### src/rtl/imm_extend_pipe.sv
// ============================================================================
// Module   : imm_extend_pipe
// Purpose  : Pipelined immediate extender (sign/zero/upper/branch) with
//            valid, stall and flush control over STAGES register stages.
// Revision : 1.0 - initial release
// ============================================================================
`default_nettype none

module imm_extend_pipe #(
  parameter int IN_W     = 16,
  parameter int OUT_W    = 32,
  parameter int BR_SHIFT = 2,
  parameter int STAGES   = 1
) (
  input  logic             clk,
  input  logic             rst,
  input  logic             in_valid,
  input  logic [IN_W-1:0]  in_imm,
  input  logic [1:0]       in_mode,
  input  logic             stall,
  input  logic             flush,
  output logic             out_valid,
  output logic [OUT_W-1:0] out_imm
);

  localparam logic [1:0] C_MODE_SIGN   = 2'b00;
  localparam logic [1:0] C_MODE_ZERO   = 2'b01;
  localparam logic [1:0] C_MODE_UPPER  = 2'b10;
  localparam logic [1:0] C_MODE_BRANCH = 2'b11;

  generate
    if ((OUT_W <= IN_W + BR_SHIFT) || (STAGES < 1) || (STAGES > 4)) begin : g_param_check
      $error("imm_extend_pipe: illegal parameters (need OUT_W > IN_W+BR_SHIFT, STAGES in 1..4)");
    end
  endgenerate

  logic [OUT_W-1:0] w_sext;
  logic [OUT_W-1:0] w_zext;
  logic [OUT_W-1:0] w_upper;
  logic [OUT_W-1:0] w_branch;
  logic [OUT_W-1:0] w_ext;

  assign w_sext   = {{(OUT_W-IN_W){in_imm[IN_W-1]}}, in_imm};
  assign w_zext   = {{(OUT_W-IN_W){1'b0}}, in_imm};
  assign w_upper  = {in_imm, {(OUT_W-IN_W){1'b0}}};
  assign w_branch = w_sext << BR_SHIFT;

  always_comb begin
    w_ext = w_sext;
    case (in_mode)
      C_MODE_SIGN:   w_ext = w_sext;
      C_MODE_ZERO:   w_ext = w_zext;
      C_MODE_UPPER:  w_ext = w_upper;
      C_MODE_BRANCH: w_ext = w_branch;
      default:       w_ext = w_sext;
    endcase
  end

  logic [STAGES-1:0] r_valid;
  logic [OUT_W-1:0]  r_data [STAGES];

  // Invalid slots always carry zero data so out_imm is 0 whenever out_valid is 0.
  always_ff @(posedge clk or posedge rst) begin
    if (rst) begin
      r_valid <= '0;
      for (int k = 0; k < STAGES; k++) r_data[k] <= '0;
    end else if (flush) begin
      r_valid <= '0;
      for (int k = 0; k < STAGES; k++) r_data[k] <= '0;
    end else if (!stall) begin
      r_valid[0] <= in_valid;
      r_data[0]  <= in_valid ? w_ext : '0;
      for (int k = 1; k < STAGES; k++) begin
        r_valid[k] <= r_valid[k-1];
        r_data[k]  <= r_data[k-1];
      end
    end
  end

  assign out_valid = r_valid[STAGES-1];
  assign out_imm   = r_data[STAGES-1];

endmodule

`default_nettype wire

### config.mk
export PLATFORM = sky130hd
export DESIGN_NAME = imm_extend_pipe
export DESIGN_NICKNAME = d
export VERILOG_FILES = /design/src/rtl/imm_extend_pipe.sv
export SDC_FILE = /design/constraint.sdc
export NUM_CORES = 1
export LEC_CHECK = 0
export ABC_AREA = 1
export ABC_CLOCK_PERIOD_IN_PS = 1800
export CAP_MARGIN = 10
export CORE_ASPECT_RATIO = 1.2
export CORE_MARGIN = 1.5
export CORE_UTILIZATION = 30
export DETAILED_ROUTE_END_ITERATION = 6
export PLACE_DENSITY = 0.6
export RECOVER_POWER = 100
export SETUP_SLACK_MARGIN = 0.05
export SYNTH_ARGS = -nofsm -noshare
export SYNTH_HDL_FRONTEND = slang
export SYNTH_SLANG_ARGS = --single-unit
### constraint.sdc
create_clock -name clk -period 1.8 [get_ports clk]
set_input_delay 0.36 -clock clk [delete_from_list [all_inputs] [get_ports clk]]
set_output_delay 0.36 -clock clk [all_outputs]
set_load 0.02 [all_outputs]
==> flow_summary.json <==
{
  "status": "completed",
  "wl_microns": 4290,
  "required_ns": 1.44,
  "finalPower_mw": 1.63,
  "io-pin-count": 56,
  "start_util": 0.311,
  "netlist_instances": 217,
  "layout.cells.most_common": "nand2_1",
  "antenna_found_initial": 0,
  "drv_slew": 0,
  "fmax_ghz": 0.591,
  "crit_type": "reg -> out",
  "worst_slew_margin_rel": 0.449,
  "startpoint_type": "flip-flop",
  "synth_cell_type_count": 13,
  "grt_max_degree": 34,
  "synth_seq_cells": 33,
  "fillers": 543,
  "root_buffer": "clkbuf_8",
  "vias_per_cell": 4.55,
  "critPathCaptureType": "output port",
  "drc": 0,
  "fin_tns_setup_ns": 0,
  "cp_top_family": "buffers and inverters",
  "die_h_microns": 83.9,
  "tightest_slew_ns": 0.826,
  "postRouteAntennaNets": 0,
  "ir_worst_vdd_mv": 0.341,
  "rr_worst_depth": 3,
  "core_sq_mm": 0.00526,
  "htreeDepth": 2,
  "cts_hold_buf": 0,
  "grt_pass1_vias": 1447,
  "drt_pre_antenna_iters": 4,
  "dieWidth_microns": 70.4,
  "critPathArrivalTime_ns": 1.33,
  "dp_hpwl_microns": 3210,
  "gr-total-overflow": 0,
  "path_clk_slew_ns": 0.06,
  "crit_buf_inv": 1,
  "hp-class": "reg -> reg",
  "avgRoutedWirePerCell_microns": 12.8,
  "post_cts_resized": 0,
  "slowest_stage": "dlygate4sd3_1",
  "synth_nets": 240,
  "placementRows": 29,
  "cp.depth": 1,
  "final_util": 0.441,
  "clock_sinks": 33,
  "netlist_area_sq_mm": 0.00164,
  "clkLatencyLatePin_ns": 0.28,
  "ys_seq_area_frac": 0.505,
  "worst_slack_ns": 0.107,
  "pre_cts_slack_ns": 0.0697,
  "track_usage": 0.159,
  "final_hold_viol_count": 0,
  "nets": 297,
  "via_count": 1528,
  "setup_viol": 0,
  "design.die.area_sq_mm": 0.00591,
  "drive_gt1_frac": 0.0620,
  "yosys_warnings": 0,
  "path_cells": "dlygate4sd3_1",
  "mostFrequentLayoutCells": "nand2_1 (102), dlygate4sd3_1 (33), dfrtp_1 (33)",
  "hold_depth": 2,
  "rsz0062_at_grt": "no",
  "period_share": 0.941,
  "syn_avg_cell_area_sq_um": 7.54,
  "crit_path_max_incr_delay_ns": 0.66,
  "min_period_ns": 1.69,
  "io_buffer_count": 55,
  "clockBufferDepth": 2,
  "holdWs_ns": 0.473,
  "cts_setup_buffers": 0,
  "cp_max_fo": 2,
  "area_delta_synth_final_pct": 41.7,
  "grt_pass1_wl_microns": 7340,
  "drt_iter0_markers": 53,
  "cts_buffers": 5,
  "cts_tree": "built",
  "p_leak_nw": 1.30,
  "fin_skew_ns": 0,
  "num_antenna_cells": 0,
  "gp_congestion": 0.857,
  "drv_cap": 0,
  "pwr_density_cell_mw_per_mm2": 704
}
==> cells in the mapped netlist (all sizes together) <==
cell type / count / area share
o22ai: 13 / 0.050
o21bai: 1 / 0.0046
o21ai: 4 / 0.012
inv: 22 / 0.050
buf: 10 / 0.038
nand2: 104 / 0.25
nand3: 25 / 0.076
nor2: 5 / 0.016
dfrtp: 33 / 0.50
==> worst paths after layout <==
check                                                to                     from  slack (ns)
worst min-delay path            out_imm[15]$_DFFE_PP0P_  out_imm[15]$_DFFE_PP0P_        0.47
worst max register to register  out_imm[16]$_DFFE_PP0P_  out_imm[16]$_DFFE_PP0P_        1.07
max in group asynchronous       out_imm[17]$_DFFE_PP0P_                      rst        0.52
worst max-delay path                        out_imm[14]  out_imm[14]$_DFFE_PP0P_        0.11
worst min register to register  out_imm[15]$_DFFE_PP0P_  out_imm[15]$_DFFE_PP0P_        0.47
min in group asynchronous       out_imm[21]$_DFFE_PP0P_                      rst        0.75
==> metal layers <==
layer,vias up,track usage,routed length (microns)
li1,795,-,-
met1,685,0.212,1970
met2,42,0.244,2020
met3,6,0.0507,229
met4,0,0.0524,70
met5,-,0,0
==> power by group <==
group	internal, mW	switching [mW]
Sequential	0.768	0.0135
Combinational	0.121	0.167
Clock	0.303	0.260
==> worst reg2reg max path: stages (launching register included) <==
cell,delay [ns]
dfrtp_1,0.39
inv_1,0.06
nor2_1,0.04
o21bai_1,0.14
==> cell type report <==
| type | instances | area [sq um] | share of cell area |
|---|---|---|---|
| inverters | 22 | 82.6 | 0.0356 |
| flip-flops and latches | 33 | 826 | 0.356 |
| multi-input cells | 152 | 666 | 0.287 |
| clock buffers | 7 | 86.3 | 0.0372 |
| well taps | 62 | 77.6 | 0.0335 |
| repair buffers | 60 | 581 | 0.250 |
==> metrics by stage <==
stage / instances / cell area (sq um)
after floorplan: 217 / 1640
after global placement: 329 / 2250
after detailed placement: 329 / 2250
after CTS: 336 / 2340
after global routing: 336 / 2320
final: 336 / 2320
==> sequential cells by signal, summed over array words and instances (netlist names) <==
signal	cells
out_valid	1
out_imm	32
==> cells by family after synthesis <==
logic type	Yosys count	share of synthesized area
simple gates	134	0.340
flops	33	0.505
buf+inv	32	0.0887
compound gates	18	0.0665
Power figures use the tool's default switching activity.
